<file path="src/rtl/toy_excep_seq.sv">
// Exception sequencer: picks one exception by fixed priority and walks flush, SRR0/SRR1/MSR writes, PC redirect and ack.
// Optional RFI sequence enabled by defining TOY_EXCEP_RFI_EN.
module toy_excep_seq #(
  parameter int                    ADDR_WIDTH   = 32,
  parameter logic [ADDR_WIDTH-1:0] VEC_BASE     = '0,
  parameter int                    FLUSH_CYCLES = 2
) (
  input  logic                  clk,
  input  logic                  rst,
  input  logic                  reqFetch,
  input  logic                  reqUndef,
  input  logic                  reqPriv,
  input  logic                  reqTrap,
  input  logic                  reqSc,
  input  logic                  reqData,
  input  logic                  reqExt,
  input  logic [ADDR_WIDTH-1:0] excepPC,
  input  logic [31:0]           msrIn,
  output logic                  flush,
  output logic                  stall,
  output logic                  sprWrEn,
  output logic [1:0]            sprWrSel,
  output logic [31:0]           sprWrData,
  output logic                  pcRedirect,
  output logic [ADDR_WIDTH-1:0] pcVector,
  output logic [3:0]            excepCode,
  input  logic                  ackIn,
  output logic                  busy
`ifdef TOY_EXCEP_RFI_EN
  ,
  input  logic                  rfiReq,
  input  logic [ADDR_WIDTH-1:0] srr0In,
  input  logic [31:0]           srr1In
`endif
);

  localparam logic [3:0] CODE_NONE = 4'd0;
  localparam logic [3:0] CODE_ISI  = 4'd1;
  localparam logic [3:0] CODE_ILL  = 4'd2;
  localparam logic [3:0] CODE_PRIV = 4'd3;
  localparam logic [3:0] CODE_TRAP = 4'd4;
  localparam logic [3:0] CODE_SC   = 4'd5;
  localparam logic [3:0] CODE_DSI  = 4'd6;
  localparam logic [3:0] CODE_EXT  = 4'd7;

  localparam logic [1:0] SEL_SRR0 = 2'd0;
  localparam logic [1:0] SEL_SRR1 = 2'd1;
  localparam logic [1:0] SEL_MSR  = 2'd2;

  localparam logic [2:0]  FLUSH_LAST   = 3'(FLUSH_CYCLES - 1);
  localparam logic [31:0] SRR1_CLR     = 32'h000F_0000;
  localparam logic [31:0] MSR_CLR      = 32'h0000_C030;

  typedef enum logic [3:0] {
    IDLE,
    FLUSH,
    SRR0,
    SRR1,
    MSR_WR,
    REDIR,
`ifdef TOY_EXCEP_RFI_EN
    RFI_MSR,
    RFI_REDIR,
`endif
    WAIT_ACK
  } state_t;

  state_t                state;
  state_t                stateNext;
  logic [2:0]            cnt;
  logic [2:0]            cntNext;
  logic [3:0]            codeLat;
  logic [ADDR_WIDTH-1:0] pcLat;
  logic [31:0]           msrLat;
  logic [3:0]            reqCode;
  logic                  take;
  logic [31:0]           srr1Data;
  logic [11:0]           vecOffset;

  // Fixed priority; external interrupt only counts while MSR[EE] is set.
  always_comb begin
    reqCode = CODE_NONE;
    if (reqFetch)                 reqCode = CODE_ISI;
    else if (reqUndef)            reqCode = CODE_ILL;
    else if (reqPriv)             reqCode = CODE_PRIV;
    else if (reqTrap)             reqCode = CODE_TRAP;
    else if (reqSc)               reqCode = CODE_SC;
    else if (reqData)             reqCode = CODE_DSI;
    else if (reqExt && msrIn[15]) reqCode = CODE_EXT;
  end

  assign take = (state == IDLE) && (reqCode != CODE_NONE);

  always_comb begin
    srr1Data     = msrLat & ~SRR1_CLR;
    srr1Data[19] = (codeLat == CODE_ILL);
    srr1Data[18] = (codeLat == CODE_PRIV);
    srr1Data[17] = (codeLat == CODE_TRAP);
  end

  always_comb begin
    case (codeLat)
      CODE_ISI:                       vecOffset = 12'h400;
      CODE_ILL, CODE_PRIV, CODE_TRAP: vecOffset = 12'h700;
      CODE_SC:                        vecOffset = 12'hC00;
      CODE_DSI:                       vecOffset = 12'h300;
      CODE_EXT:                       vecOffset = 12'h500;
      default:                        vecOffset = 12'h000;
    endcase
  end

  always_ff @(posedge clk or negedge rst) begin
    if (!rst) begin
      state   <= IDLE;
      cnt     <= '0;
      codeLat <= CODE_NONE;
      pcLat   <= '0;
      msrLat  <= '0;
    end else begin
      state <= stateNext;
      cnt   <= cntNext;
      if (take) begin
        codeLat <= reqCode;
        pcLat   <= excepPC;
        msrLat  <= msrIn;
      end
    end
  end

  // Outputs are a pure decode of state so an async reset zeroes them immediately.
  always_comb begin
    stateNext  = state;
    cntNext    = cnt;
    flush      = 1'b0;
    stall      = 1'b0;
    busy       = 1'b0;
    sprWrEn    = 1'b0;
    sprWrSel   = 2'd0;
    sprWrData  = 32'd0;
    pcRedirect = 1'b0;
    pcVector   = '0;
    excepCode  = CODE_NONE;
    case (state)
      IDLE: begin
        if (take) begin
          stateNext = FLUSH;
          cntNext   = 3'd0;
        end
`ifdef TOY_EXCEP_RFI_EN
        else if (rfiReq) begin
          stateNext = RFI_MSR;
        end
`endif
      end
      FLUSH: begin
        flush = 1'b1;
        stall = 1'b1;
        busy  = 1'b1;
        if (cnt == FLUSH_LAST) stateNext = SRR0;
        else                   cntNext   = cnt + 3'd1;
      end
      SRR0: begin
        stall     = 1'b1;
        busy      = 1'b1;
        sprWrEn   = 1'b1;
        sprWrSel  = SEL_SRR0;
        sprWrData = 32'(pcLat);
        stateNext = SRR1;
      end
      SRR1: begin
        stall     = 1'b1;
        busy      = 1'b1;
        sprWrEn   = 1'b1;
        sprWrSel  = SEL_SRR1;
        sprWrData = srr1Data;
        stateNext = MSR_WR;
      end
      MSR_WR: begin
        stall     = 1'b1;
        busy      = 1'b1;
        sprWrEn   = 1'b1;
        sprWrSel  = SEL_MSR;
        sprWrData = msrLat & ~MSR_CLR;
        stateNext = REDIR;
      end
      REDIR: begin
        stall      = 1'b1;
        busy       = 1'b1;
        pcRedirect = 1'b1;
        pcVector   = VEC_BASE | ADDR_WIDTH'(vecOffset);
        stateNext  = WAIT_ACK;
      end
      WAIT_ACK: begin
        stall     = 1'b1;
        busy      = 1'b1;
        excepCode = codeLat;
        if (ackIn) stateNext = IDLE;
      end
`ifdef TOY_EXCEP_RFI_EN
      RFI_MSR: begin
        flush     = 1'b1;
        stall     = 1'b1;
        busy      = 1'b1;
        sprWrEn   = 1'b1;
        sprWrSel  = SEL_MSR;
        sprWrData = srr1In;
        stateNext = RFI_REDIR;
      end
      RFI_REDIR: begin
        stall      = 1'b1;
        busy       = 1'b1;
        pcRedirect = 1'b1;
        pcVector   = srr0In;
        stateNext  = IDLE;
      end
`endif
      default: stateNext = IDLE;
    endcase
  end

endmodule

</file>
<file path="config.mk">
export PLATFORM = sky130hd
export DESIGN_NAME = toy_excep_seq
export DESIGN_NICKNAME = d
export VERILOG_FILES = /design/src/rtl/toy_excep_seq.sv
export SDC_FILE = /design/constraint.sdc
export NUM_CORES = 1
export LEC_CHECK = 0
export ABC_AREA = 0
export CAP_MARGIN = 30
export CORE_MARGIN = 8
export CORE_UTILIZATION = 30
export CTS_BUF_LIST = sky130_fd_sc_hd__clkbuf_4
export DETAILED_ROUTE_END_ITERATION = 10
export GPL_TIMING_DRIVEN = 0
export PLACE_DENSITY_LB_ADDON = 0.08
export SKIP_LAST_GASP = 1
export SYNTH_ARGS = -nofsm -noshare
export SYNTH_HDL_FRONTEND = slang
export SYNTH_SLANG_ARGS = --single-unit
</file>
<file path="constraint.sdc">
create_clock -name clk -period 1.9 [get_ports clk]
set_input_delay 0.475 -clock clk [delete_from_list [all_inputs] [get_ports clk]]
set_output_delay 0.475 -clock clk [all_outputs]
set_load 0.03 [all_outputs]
</file>
==> results of run 1 <==
==> synth_stat cells, types with 4 or more instances <==
| cell | instances | area (sq um) |
|---|---|---|
| a21oi_1 | 4 | 20.02 |
| a22o_1 | 25 | 219.0 |
| and3_1 | 5 | 31.28 |
| buf_2 | 6 | 30.03 |
| buf_4 | 30 | 225.2 |
| buf_6 | 5 | 56.30 |
| clkbuf_1 | 6 | 22.52 |
| dfrtp_1 | 73 | 1827 |
| inv_1 | 6 | 22.52 |
| mux2_2 | 27 | 304.0 |
| mux2_4 | 39 | 585.6 |
| mux2i_1 | 5 | 50.05 |
| nand2_1 | 18 | 67.56 |
| nand2b_1 | 4 | 25.02 |
| nor2_1 | 11 | 41.29 |
| nor2b_1 | 6 | 37.54 |
| nor3_1 | 4 | 20.02 |
| o21ai_0 | 5 | 25.02 |
==> how the worst max path moves through the flow <==
stage,startpoint,end,slack [ns],cells after the start
floorplan,state[1],sprWrData[0],-0.12,6
global placement,rst,pcLat[23],-2.51,1
CTS,state[1],sprWrData[31],-0.56,7
detailed placement,state[0],sprWrData[1],-1.01,5
global route,state[0],sprWrData[0],-0.64,7
finish,state[0],sprWrData[0],-0.53,8
==> report_power, final <==
part,switching (mW),internal (mW),leakage (nW)
registers,0.552,2.35,0.865
clock network,0.560,0.397,0.0711
logic,3.46,4.73,2.26
==> stage by stage <==
stage | power, mW | hold slack, ns | instances | setup TNS [ns] | util [%]
after floorplan | 7.013 | 0.1794 | 330 | -2.640 | -
after detailed placement | 8.759 | 0.4794 | 622 | -82.82 | 44.98
after global placement | 8.696 | 0.4906 | 621 | -267.65 | 44.78
after CTS | 11.92 | 0.5236 | 690 | -28.65 | 53.60
final | 12.05 | 0.5213 | 694 | -30.73 | 54.36
after global routing | 12.71 | 0.5320 | 693 | -38.59 | 54.34
==> worst max-delay path, cell delays in order (launching register included) <==
cell	delay (ns)
dfrtp_1	0.43
buf_8	0.15
nor2b_4	0.13
nand2_4	0.08
nand2b_4	0.07
buf_12	0.15
clkbuf_16	0.16
a22o_4	0.22
buf_6	0.13
==> routing by layer <==
metal	GRT usage (%)	vias to the layer above	wire [um]	part of all wire, %
li1	-	1452	-	-
met1	17.88	1476	5142	41
met2	25.41	102	6129	49
met3	6.703	16	1065	8.5
met4	3.801	0	187	1.5
met5	0	-	0	0
==> what timing repair did <==
action / 4_1_cts / 5_1_grt
setup buffers: 43 / 15
hold endpoints to repair: 34 / 0
pin swaps: 7 / 9
gates resized for setup: 374 / 67
hold buffers: 1 / 0
setup endpoints to repair: 112 / 115
gates cloned: 9 / 1
==> cell type report <==
class                           count  area share, %
Clock inverter                      5         0.7016
Inverter                            6         0.3693
Sequential cell                    73          26.98
Timing Repair Buffer              179          28.97
Tap cell                          172          3.176
Buffer                             44          6.961
Antenna cell                        1        0.03693
Clock buffer                       10          1.108
Multi-Input combinational cell    204          31.70
==> cell families (layout without fill, tap and decap cells) <==
kind of cell	after synthesis	in the layout	synth area share, %
compound gates	47	47	9.852
simple gates	55	55	7.150
mux	71	71	24.74
flops	73	73	48.11
fa+ha+maj	2	2	0.6589
other cells	1	30	0.09875
buf+inv	53	244	9.390
==> cell usage in the layout (no fill, tap or decap), drive strengths merged, types with 2 or more instances in the layout <==
| master | Yosys | layout |
|---|---|---|
| conb | 1 | 29 |
| a22o | 25 | 25 |
| and3 | 5 | 5 |
| o21ai | 5 | 5 |
| nor3 | 4 | 4 |
| clkdlybuf4s50 | 0 | 68 |
| ha | 2 | 2 |
| a21oi | 5 | 5 |
| nand3 | 2 | 2 |
| a221o | 2 | 2 |
| nand2 | 18 | 18 |
| buf | 41 | 146 |
| nand2b | 4 | 4 |
| a211oi | 2 | 2 |
| nor4 | 2 | 2 |
| nor2b | 6 | 6 |
| nor3b | 2 | 2 |
| inv | 6 | 6 |
| dlygate4sd2 | 0 | 4 |
| nor2 | 11 | 11 |
| clkbuf | 6 | 14 |
| mux2i | 5 | 5 |
| a31oi | 2 | 2 |
| dfrtp | 73 | 73 |
| mux2 | 66 | 66 |
| clkinv | 0 | 4 |
==> flip-flops by register name (all words and copies together) (netlist names) <==
name,count
pcLat,32
cnt,3
state,3
codeLat,3
msrLat,32
==> results.md, run 1 <==
* DP Area at ~0.0056 sq mm
* Final wirelength at approximately 13 mm
* Post-Place Worst Slack at -1.013 ns
* GRT Util Overall at about 15%
* Total grt overflow at 0
* Violation count after the first detailed-routing iteration at 96
* Final hold violation count at 0
* Failing checks: negative setup slack
* First-pass detailed-route iteration total at 4
* DRC at 0
* RSZ-0062 raised after global routing: true
* Die area at about 0.017 sq mm
* Final Cell Area at around 0.0068 sq mm
* Multi-input combinational cell area at between 0.002 and 0.0025 sq mm
* Root buf cell: clkbuf_4
* Final Skew at 0.007363 ns
* Post-layout min period at between 2 and 2.5 ns
* Syn Inst Count at around 300
* WL/cell at roughly 18 um
* HP Start: msrLat[19]
* Max cap viols at 0
* Area Overhead vs Synth at 78.45%
* Post-synth EDFFs at 0
* Crit. End Element: primary output
* Clk slew on worst S/H paths at 0.11 ns
* Pin count of the biggest net entering global routing at 40
* H-tree depth at 3
* R2r startpoint: state[0]
* Row count at between 40 and 50
* Register-to-register setup slack at -0.24 ns
* Worst EP required at between 1 and 1.5 ns
* CP max FO at 9
* Hold Path Depth at 1
* Post-synthesis register bit count at 73
* CTS tree: done
* Status: finished, violations left
* Hpwl dp at between 8 and 9 mm
* P_leak at around 3.2 nW
* Final period util at 127.8%
* Final worst setup slack at -0.5290 ns
* CTS sink count at 73
* Register area share after synthesis at about half
* Setup Crit Path Kind: flop to primary output
* Global-route wire length before repair at roughly 19 mm
* TritonCTS buffer count at 9
* Die Height at 128.5 um
* GPL Wtd Cong at between 0.7 and 0.8
* Fill cell count at ~1100
* Syn_area_per_cell at 12.57 sq um
* Final #Nets at ~590
* Slew Limit Fails at 0
* WP data arrival at between 1.5 and 2 ns
* # setup viols final at approximately 110
* Top FF cell, synth: dfrtp_1
* Vias in the first global route at around 3400
* Pwr dens at 1778 mW/mm^2
* Register cell area after layout at 0.001828 sq mm
* Peak supply drop at between 0.001 and 0.0015 V
* Fmax achieved at 411.7 MHz
* IO Port Bufs at 119
* Hold worst-path end: msrLat[19]
* Yosys Warn Count at 0
* Worst min path class: flop to flop
* I/O Pins at about 150
* Vias/cell at around 4.4
* Core ar. at between 0.01 and 0.015 sq mm
* Cell variety after synth at 35
* Layout cell share with drive strength beyond 1 at between 50% and 60%
* Mapped cell area at ~0.0038 sq mm
* Antenna-violating nets left at 0
* Initial core utilization at 30.46%
* Die W at about 130 um
* Async S/R FF share, synth at 100.0%
* Initial antenna violation count at 0
* Max Root-Sink Buffers at 2
* Critical Path Source Type: flop
* Reg2reg path depth at 9
* Worst skew pair latency at 0.43 ns
* DR vias at slightly above 3000
* Reg2reg end: msrLat[11]
Power figures use the tool's default switching activity.
==> inputs of run 2 (changes only) <==
--- a/config.mk
+++ b/config.mk
@@ -10,6 +10,7 @@
 export CORE_MARGIN = 8
 export CORE_UTILIZATION = 30
 export CTS_BUF_LIST = sky130_fd_sc_hd__clkbuf_4
+export CTS_CLUSTER_SIZE = 10
 export DETAILED_ROUTE_END_ITERATION = 10
 export GPL_TIMING_DRIVEN = 0
 export PLACE_DENSITY_LB_ADDON = 0.08
==> results of run 2 <==
Same layout as run 1: the final DEF is identical, and so are final timing and power.
==> inputs of run 3 (changes only) <==
--- a/config.mk
+++ b/config.mk
@@ -13,6 +13,7 @@
 export CTS_CLUSTER_SIZE = 10
 export DETAILED_ROUTE_END_ITERATION = 10
 export GPL_TIMING_DRIVEN = 0
+export MAX_ROUTING_LAYER = met4
 export PLACE_DENSITY_LB_ADDON = 0.08
 export SKIP_LAST_GASP = 1
 export SYNTH_ARGS = -nofsm -noshare
==> run 3 against run 2 <==
The flow still finishes with violations (negative setup slack); first-iteration DRC count decreased by 15%; wire length stayed put; total power decreased by 0.42%; combinational power shrank 0.5%; core utilization is 0.15 points lower; fmax grew 0.37%; sequential power about the same.
==> results.md, run 3 (synthesis results as in run 1) <==
* Top routing layer used: met4
* GPL Wtd Cong at 0.7536 (+1.3%)
* Met2 Wirelength at 6.156 mm (+0.44%)
* Met3 wire length at 868 um (-18%)
* Final hold violation count at 0 (unchanged)
* Total grt overflow at 0 (unchanged)
* GRT Util Overall at 15.79% (+0.44 points)
* Hpwl dp at 8.018 mm (unchanged)
* Vias in the first global route at 3452 (+0.58%)
* Vias/cell at 4.390 (about the same)
* Max Root-Sink Buffers at 2 (unchanged)
* Final setup TNS at -29.02 ns (+1.705 ns)
* Final core occ at 54.21% (-0.15 points)
* Antenna-violating nets left at 0 (unchanged)
* Worst EP required at 1.42 ns (about the same)
* Core ar. at 0.01247 sq mm (unchanged)
* Fin Hold WS at 0.5213 ns (-0.00007600 ns)
* Commonest non-fill, non-tap cell in the layout: dfrtp_1
* Post-Place Worst Slack at -1.013 ns (unchanged)
* Fill cell count at 1072 (+1.0%)
* Failing checks: negative setup slack
* Status: finished, violations left
* Critical Path Source Type: flop
* DP Area at 0.005607 sq mm (unchanged)
* N_diodes at 0 (-1)
* Multi-input combinational cell area at 0.002145 sq mm (-0.17%)
* Final #Nets at 592 (-0.17%)
* Final Skew at 0.008732 ns (+0.001370 ns)
* Routed length on met1 at 5.335 mm (+3.8%)
* Finished Layout Cells at 692 (-0.29%)
* WL/cell at 18.10 um (+0.29%)
* Violation count after the first detailed-routing iteration at 82 (-15%)
* TritonCTS buffer count at 9 (unchanged)
* Die area at 0.01651 sq mm (unchanged)
* Final Cell Area at 0.006758 sq mm (-0.28%)
* Peak supply drop at 0.001079 V (+0.30%)
* Total design power at 12.00 mW (-0.42%)
* Layout cell share with drive strength beyond 1 at 55.19% (-0.086 points)
* Pin count of the biggest net entering global routing at 40 (unchanged)
* Max cap viols at 0 (unchanged)
* Global-route wire length before repair at 19.04 mm (-0.21%)
* Setup Crit Path Kind: flop to primary output
* First-pass detailed-route iteration total at 4 (unchanged)
* Placed insts at 622 (unchanged)
* CTS tree: done
* Final worst setup slack at -0.5200 ns (+0.008975 ns)
* RSZ-0062 raised after global routing: true
* DRC at 0 (unchanged)
* H-tree depth at 3 (unchanged)
* Final wirelength at 12.52 mm (unchanged)
* Worst skew pair latency at 0.43 ns (about the same)
* Area Overhead vs Synth at 77.96%
* Crit. End Element: primary output
* Highest-count cells in the layout ignoring fill and taps: 72 x dfrtp_1, 68 x clkdlybuf4s50_1, 65 x buf_4, 52 x buf_6, 47 x mux2_4
* Pwr dens at 1776 mW/mm^2 (-0.14%)
* Register cell area after layout at 0.001828 sq mm (unchanged)
* IO Port Bufs at 119 (unchanged)
* Post-layout min period at 2.420 ns (-0.008975 ns)
* WP data arrival at 1.95 ns (about the same)
* Die Height at 128.5 um (unchanged)
* Final period util at 127.4% (-0.47 points)
* CP max FO at 9 (unchanged)
* Row count at 41 (unchanged)
* Clk slew on worst S/H paths at 0.11 ns (about the same)
* Initial antenna violation count at 0 (unchanged)
* Worst min path class: flop to flop
* # setup viols final at 112 (-0.88%)
* Fmax achieved at 413.2 MHz (+0.37%)
* Root buf cell: clkbuf_4
* Die W at 128.5 um (unchanged)
* CTS sink count at 73 (unchanged)
* Slew Limit Fails at 0 (unchanged)
* Largest registers: msrLat x32, pcLat x32
* DR vias at 3038 (-0.26%)
* Initial core utilization at 30.46% (unchanged)
* I/O Pins at 149 (unchanged)
* P_leak at 3.185 nW (-0.31%)
-- run 3: cell types whose count changed in the layout (fill, tap and decap cells not counted) --
cell and delta:
buf_6 -1, buf_8 -1, diode_2 -1, mux2_2 +1, mux2_4 -1, clkbuf_8 +1
-- run 3: final timing paths --
| kind | start | to | slack, ns | cells past startpoint |
|---|---|---|---|---|
| max | state[0] | sprWrData[20] | -0.52 | 8 |
| min | msrLat[19] | msrLat[19] | 0.52 | 1 |
| max reg2reg | state[0] | msrLat[11] | -0.23 | 9 |
| min reg2reg | msrLat[19] | msrLat[19] | 0.52 | 1 |
| max in group asynchronous | rst | codeLat[0] | 0.77 | 3 |
| min in group asynchronous | rst | pcLat[4] | 0.54 | 2 |
-- run 3: critical path, stage by stage, from the launching register on --
cell,delay [ns]
dfrtp_1,0.43
buf_8,0.15
nor2b_4,0.13
nand2_4,0.08
nand2b_4,0.07
buf_12,0.15
clkbuf_16,0.16
a22o_4,0.21
buf_6,0.14
-- run 3: what timing repair did --
action                                  4_1_cts  5_1_grt
endpoints found under the hold margin        34        0
endpoints found under the setup margin      112      115
gates cloned                                  9        1
gates resized for setup                     374       64
hold buffers                                  1        0
buffers inserted                             43       13
pin swaps                                     7        9
-- run 3: cell type report --
type	instances	area share (%)
Buffer	44	6.962
Clock buffer	10	1.111
Clock inverter	5	0.7036
Inverter	6	0.3703
Multi-Input combinational cell	204	31.73
Sequential cell	73	27.05
Tap cell	172	3.185
Timing Repair Buffer	178	28.88
-- run 3: per-layer routing --
metal / up-vias / global-route usage, %
met5: - / -
met4: 0 / 4.008
met3: 13 / 5.627
met2: 99 / 25.32
met1: 1475 / 18.51
li1: 1451 / -
-- run 3: report_power, final --
part / internal [mW] / switching [mW] / total [mW]
Sequential: 2.35 / 0.548 / 2.90
Combinational: 4.69 / 3.46 / 8.15
Clock: 0.397 / 0.556 / 0.953
